<file path="src/rtl/booth_pkg.sv">
// Shared types for the radix-4 Booth sequential multiplier.
//   state_e  : control FSM states
//   pp_sel_e : partial-product select produced by the Booth recoder
package booth_pkg;

    typedef enum logic [1:0] {
        IDLE = 2'd0,
        CALC = 2'd1,
        DONE = 2'd2
    } state_e;

    typedef enum logic [2:0] {
        PP_ZERO = 3'd0,
        PP_POS1 = 3'd1,
        PP_POS2 = 3'd2,
        PP_NEG1 = 3'd3,
        PP_NEG2 = 3'd4
    } pp_sel_e;

endpackage

</file>
<file path="src/rtl/booth_r4_recode.sv">
// Radix-4 Booth recoder: maps the {Q[1],Q[0],q_m1} window to a partial
// product drawn from {0, +M, +2M, -M, -2M}, sized N+2 bits.
//   win   : 3-bit recode window
//   m_ext : multiplicand already extended to N bits
//   pp    : selected partial product, N+2 bits, two's complement
module booth_r4_recode
    import booth_pkg::*;
#(
    parameter int unsigned N = 10
) (
    input  logic [2:0]   win,
    input  logic [N-1:0] m_ext,
    output logic [N+1:0] pp
);

    localparam int unsigned PP_W = N + 2;

    pp_sel_e        sel;
    logic [N+1:0]   m_x1;
    logic [N+1:0]   m_x2;

    assign m_x1 = {m_ext[N-1], m_ext[N-1], m_ext};
    assign m_x2 = {m_ext[N-1], m_ext, 1'b0};

    // Booth window decode
    always_comb begin
        sel = PP_ZERO;
        case (win)
            3'b001, 3'b010: sel = PP_POS1;
            3'b011:         sel = PP_POS2;
            3'b100:         sel = PP_NEG2;
            3'b101, 3'b110: sel = PP_NEG1;
            default:        sel = PP_ZERO;
        endcase
    end

    // Partial product; negation is invert plus one
    always_comb begin
        pp = '0;
        case (sel)
            PP_POS1: pp = m_x1;
            PP_POS2: pp = m_x2;
            PP_NEG1: pp = ~m_x1 + PP_W'(1);
            PP_NEG2: pp = ~m_x2 + PP_W'(1);
            default: pp = '0;
        endcase
    end

endmodule

</file>
<file path="src/rtl/booth_r4_mult_seq.sv">
// Sequential radix-4 Booth multiplier, 2 multiplier bits per clock,
// signed or unsigned per operation, start/ready/done handshake.
//   clk, rst                : clock, async active-high reset
//   start, is_signed        : request and mode, sampled when ready=1
//   multiplicand, multiplier: operands, sampled on accept
//   ready, busy, done       : handshake status (done is a 1-cycle pulse)
//   product                 : 2*WIDTH result, held until the next done
module booth_r4_mult_seq
    import booth_pkg::*;
#(
    parameter int unsigned WIDTH = 8
) (
    input  logic               clk,
    input  logic               rst,
    input  logic               start,
    input  logic               is_signed,
    input  logic [WIDTH-1:0]   multiplicand,
    input  logic [WIDTH-1:0]   multiplier,
    output logic               ready,
    output logic               busy,
    output logic               done,
    output logic [2*WIDTH-1:0] product
);

    localparam int unsigned N     = WIDTH + 2;
    localparam int unsigned ITER  = (WIDTH + 2) / 2;
    localparam int unsigned CNT_W = $clog2(ITER + 1);
    localparam int unsigned PW    = 2 * WIDTH;

    if (((WIDTH % 2) != 0) || (WIDTH < 4)) begin : g_width_chk
        $error("booth_r4_mult_seq: WIDTH must be even and >= 4");
    end

    state_e             state_q, state_d;
    logic [N+1:0]       a_q, a_d;
    logic [N-1:0]       q_q, q_d;
    logic               qm1_q, qm1_d;
    logic [N-1:0]       m_q, m_d;
    logic [CNT_W-1:0]   cnt_q, cnt_d;
    logic [PW-1:0]      product_q, product_d;
    logic               done_q, ready_q, busy_q;
    logic [N+1:0]       pp;
    logic [N+1:0]       sum;

    booth_r4_recode #(.N(N)) u_recode (
        .win   ({q_q[1:0], qm1_q}),
        .m_ext (m_q),
        .pp    (pp)
    );

    assign sum = a_q + pp;

    // Next-state, datapath and output logic
    always_comb begin
        state_d   = state_q;
        a_d       = a_q;
        q_d       = q_q;
        qm1_d     = qm1_q;
        m_d       = m_q;
        cnt_d     = cnt_q;
        product_d = product_q;

        case (state_q)
            IDLE, DONE: begin
                state_d = IDLE;
                if (start) begin
                    // Two extra bits make unsigned operands positive in signed Booth
                    m_d     = is_signed ? {{2{multiplicand[WIDTH-1]}}, multiplicand}
                                        : {2'b00, multiplicand};
                    q_d     = is_signed ? {{2{multiplier[WIDTH-1]}}, multiplier}
                                        : {2'b00, multiplier};
                    a_d     = '0;
                    qm1_d   = 1'b0;
                    cnt_d   = '0;
                    state_d = CALC;
                end
            end
            CALC: begin
                // Add, then arithmetic shift right by 2 of {A,Q,q_m1}
                a_d   = {{2{sum[N+1]}}, sum[N+1:2]};
                q_d   = {sum[1:0], q_q[N-1:2]};
                qm1_d = q_q[1];
                cnt_d = cnt_q + CNT_W'(1);
                if (cnt_q == CNT_W'(ITER - 1)) begin
                    state_d   = DONE;
                    product_d = PW'({a_d, q_d});
                end
            end
            default: state_d = IDLE;
        endcase
    end

    // State and datapath registers
    always_ff @(posedge clk or posedge rst) begin
        if (rst) begin
            state_q   <= IDLE;
            a_q       <= '0;
            q_q       <= '0;
            qm1_q     <= 1'b0;
            m_q       <= '0;
            cnt_q     <= '0;
            product_q <= '0;
            done_q    <= 1'b0;
            ready_q   <= 1'b1;
            busy_q    <= 1'b0;
        end else begin
            state_q   <= state_d;
            a_q       <= a_d;
            q_q       <= q_d;
            qm1_q     <= qm1_d;
            m_q       <= m_d;
            cnt_q     <= cnt_d;
            product_q <= product_d;
            done_q    <= (state_d == DONE);
            ready_q   <= (state_d != CALC);
            busy_q    <= (state_d == CALC);
        end
    end

    assign ready   = ready_q;
    assign busy    = busy_q;
    assign done    = done_q;
    assign product = product_q;

endmodule

</file>
<file path="config.mk">
export PLATFORM = sky130hd
export DESIGN_NAME = booth_r4_mult_seq
export DESIGN_NICKNAME = d
export VERILOG_FILES = /design/src/rtl/booth_pkg.sv /design/src/rtl/booth_r4_recode.sv /design/src/rtl/booth_r4_mult_seq.sv
export SDC_FILE = /design/constraint.sdc
export NUM_CORES = 1
export LEC_CHECK = 0
export ABC_AREA = 1
export CORE_MARGIN = 5
export CORE_UTILIZATION = 47
export CTS_CLUSTER_SIZE = 30
export DETAILED_ROUTE_END_ITERATION = 10
export GPL_TIMING_DRIVEN = 0
export HOLD_SLACK_MARGIN = 0.1
export PLACE_DENSITY = 0.7
export SLEW_MARGIN = 25
export SYNTH_ARGS = -nofsm -noshare
export SYNTH_HDL_FRONTEND = slang
export SYNTH_SLANG_ARGS = --single-unit
</file>
<file path="constraint.sdc">
create_clock -name clk -period 2.55 [get_ports clk]
set_input_delay 0.255 -clock clk [delete_from_list [all_inputs] [get_ports clk]]
set_output_delay 0.255 -clock clk [all_outputs]
set_load 0.01 [all_outputs]
</file>
==> flow_metrics.py <==
metrics = {
    "sta": {
        "tightest_slew_ns": 0.664,
        "drv_slew": 0,
        "max_slew_margin_pct": 55.7,
        "post-route-min-period_ns": 2.60,
        "setup_viol": 6,
        "finalCritPeriodShare_pct": 102,
        "skew_ns": 0.0133,
        "rsz0062_at_grt": "true",
        "fmax_mhz": 384,
        "finalHoldViolations": 0,
        "setup_slack_ns": -0.0527,
    },
    "job": {
        "drv_cap": 0,
    },
    "yosys": {
        "synthesis.yosys.warnings": 0,
        "synth-simple-area-share_pct": 24.1,
        "ys_ff_latch": 54,
        "synth_top_area_cell": "dfrtp_1",
        "yosysSeqAreaShare_pct": 42.9,
        "yosys.area.top_type_share_pct": 42.1,
        "synth.most_common_cell": "nand2_1",
        "yosys-mux-area-fraction_pct": 0,
        "ys_top_cells_by_count": "83 x nand2_1, 53 x dfrtp_1, 40 x inv_1",
        "synth_area_leaders": "dfrtp_1 42%, nand2_1 9.9%, ha_1 5.6%",
        "synth_compound_area_share_pct": 16.8,
        "synth_fa_ha_area_share_pct": 6.20,
        "synth_nets": 410,
        "synth_area_sq_um": 3150,
        "synth_cells": 375,
        "synthFlopType": "dfrtp_1",
        "yosysUniqueCellTypes": 42,
        "synth_edf_count": 0,
        "synthXorXnorAreaFrac_pct": 2.22,
        "syn_avg_cell_area_sq_um": 8.40,
        "synth_top_family_by_area": "simple AND/OR/NAND/NOR gates",
        "async_reset_ff_share_pct": 100,
    },
    "layout": {
        "layout-drive-gt1-share_pct": 19.9,
        "antennaDiodeCount": 0,
        "nFillCells": 557,
        "fin_util_pct": 60.5,
        "fin_nets": 466,
        "area_growth_pct": 23.4,
    },
    "placement": {
        "gp_congestion": 0.865,
        "port_buffers": 38,
        "dp_hpwl_um": 5300,
    },
    "global_route": {
        "grt_pass1_wl_um": 12300,
        "grt_use_total_pct": 17.8,
        "grt_max_degree": 55,
        "grt-ovfl-total": 0,
        "antenna_found_initial": 0,
        "grt_pass1_vias": 2589,
    },
    "cts": {
        "root_buffer": "clkbuf_8",
        "clock_sinks": 54,
        "clockBufferDepth": 2,
        "clkTransAtPathRegs_ns": 0.10,
        "htree_levels": 2,
        "cts_tree": "done",
        "worstSkewPairLatency_ns": 0.32,
        "cts-buffers-inserted": 5,
    },
    "run_status": {
        "violations": "setup timing",
        "outcome": "finished with violations",
    },
    "setup_path": {
        "rr_endpoint": "product[15]$_DFFE_PP0P_",
        "r2r-start": "m_q[1]$_DFFE_PP0P_",
        "ff2ff_path_depth": 17,
        "cp_top_family": "simple AND/OR/NAND/NOR gates",
        "crit_top_cell": "nand2_1",
        "critPathBufInv": 3,
        "cp_max_fo": 4,
        "cpPeakStageDelay_ns": 0.41,
        "cp-end-kind": "flop",
        "crit_type": "reg -> reg",
        "required_ns": 2.76,
        "crit_slowest_cell": "dfrtp_1",
        "path_cells": "buf_4, nor2_2, nand2_2, nor2_4, xor2_2, o21ai_1, a21oi_1, o21ai_1, ha_1, nand2_1, o21ai_2, buf_4, inv_1, nand2_1, nand2_1, nand3_1, nand2_1",
        "cp.arrival_ns": 2.81,
        "start_kind": "flop",
        "r2r_slack_ns": -0.05,
    },
    "floorplan": {
        "die_w_um": 91.9,
        "row_count": 29,
        "initial_core_util_pct": 49.0,
        "die_area_sq_um": 8440,
        "core_sq_um": 6420,
        "die_y_um": 91.9,
        "io_pins": 39,
    },
    "route": {
        "vias": 2695,
        "drcViolationCount": 0,
        "avgViaCountPerCell": 5.29,
        "drt_iter0_markers": 101,
        "drtAntennaViolNets": 0,
        "drt-wirelength-per-cell_um": 14.1,
        "routed_wl_um": 7180,
        "dr.pass1.iters": 4,
    },
    "min_path": {
        "hold_class": "in -> async",
    },
}
-- kinds of logic (layout without fill, tap and decap cells) --
family,count (synthesis),in the layout
AO/OA/AOI/OAI,84,84
XOR/XNOR,8,8
adder cells (fa/ha/maj),15,15
buffers and inverters,59,116
flip-flops,54,54
AND/OR/NAND/NOR,155,155
-- final cells by class --
| cell class | instances | area [sq um] | area share [%] |
|---|---|---|---|
| Inverter | 51 | 194 | 4.99 |
| Buffer | 8 | 52.6 | 1.35 |
| Clock buffer | 6 | 72.6 | 1.87 |
| Sequential cell | 54 | 1350 | 34.8 |
| Timing Repair Buffer | 49 | 463 | 11.9 |
| Multi-Input combinational cell | 262 | 1640 | 42.2 |
| Clock inverter | 2 | 16.3 | 0.418 |
| Tap cell | 77 | 96.3 | 2.48 |
-- flip-flops by register name, indices dropped and copies added (netlist names) --
register / count
a_q: 10
busy: 1
cnt_q: 3
done: 1
m_q: 9
product: 16
q_q: 10
qm1_q: 1
ready: 1
state_q: 2
-- cell usage in the layout (no fill, tap or decap), types with 2 or more instances in the layout --
| cell type | count |
|---|---|
| nand2_4 | 5 |
| a221oi_1 | 5 |
| a21oi_1 | 12 |
| nand3_1 | 22 |
| nand2_2 | 3 |
| nor2_2 | 3 |
| clkbuf_8 | 5 |
| nand3_2 | 4 |
| a21oi_2 | 3 |
| inv_1 | 36 |
| nor2_4 | 6 |
| dfrtp_1 | 53 |
| o211ai_1 | 2 |
| buf_6 | 2 |
| clkdlybuf4s50_1 | 38 |
| o21ai_1 | 11 |
| inv_2 | 14 |
| nand4_1 | 3 |
| o21ai_0 | 23 |
| o221ai_1 | 4 |
| ha_1 | 12 |
| xnor2_1 | 2 |
| a22oi_1 | 2 |
| nor2_1 | 20 |
| buf_4 | 12 |
| o22ai_1 | 4 |
| nand2_1 | 83 |
| o21ai_2 | 11 |
| buf_2 | 3 |
| xor2_1 | 3 |
| clkbuf_1 | 3 |
| xor2_2 | 3 |
-- worst max path at each step --
stage,startpoint,endpoint,slack [ns],depth (start not counted)
floorplan,m_q[0]$_DFFE_PP0P_,a_q[10]$_DFFE_PP0P_,0.11,18
global placement,m_q[0]$_DFFE_PP0P_,a_q[10]$_DFFE_PP0P_,-0.18,17
detailed placement,m_q[1]$_DFFE_PP0P_,a_q[10]$_DFFE_PP0P_,-0.22,18
CTS,m_q[0]$_DFFE_PP0P_,a_q[10]$_DFFE_PP0P_,0.001,18
global route,m_q[1]$_DFFE_PP0P_,a_q[10]$_DFFE_PP0P_,-0.22,17
finish,m_q[1]$_DFFE_PP0P_,product[15]$_DFFE_PP0P_,-0.05,17
-- per-stage QoR --
| step | hold WS [ns] | cell area, sq um | TNS, ns | std cells | setup slack, ns |
|---|---|---|---|---|---|
| after CTS | 0.412 | 3790 | 0 | 503 | 0.00139 |
| final | 0.387 | 3890 | -0.173 | 509 | -0.0527 |
| after global placement | 0.448 | 3630 | -3.20 | 490 | -0.183 |
| after detailed placement | 0.456 | 3630 | -0.990 | 490 | -0.223 |
| after floorplan | 0.376 | 3150 | 0 | 375 | 0.114 |
| after global routing | 0.477 | 3890 | -1.57 | 509 | -0.224 |
-- timing repair --
item,in CTS,in global routing
pin swaps,4,18
endpoints found under the setup margin,10,12
hold buffers,0,0
buffers inserted,5,6
gates resized for setup,12,16
-- layer usage --
metal  part of all wire, %  track usage (%)
met1                    49             25.7
met2                    46             27.7
met3                   4.5             2.78
met4                  0.86             5.32
met5                     0                0
-- worst register-to-register path, cell delays in order (launching register included) --
cell     delay, ns
dfrtp_1       0.41
buf_4         0.14
nor2_2        0.09
nand2_2       0.10
nor2_4        0.17
xor2_2        0.19
o21ai_1       0.08
a21oi_1       0.11
o21ai_1       0.12
ha_1          0.37
nand2_1       0.13
o21ai_2       0.18
buf_4         0.13
inv_1         0.04
nand2_1       0.05
nand2_1       0.06
nand3_1       0.08
nand2_1       0.05
Power is not shown: default switching activity piles up to over one toggle a cycle in this logic, so the estimate is an artifact.
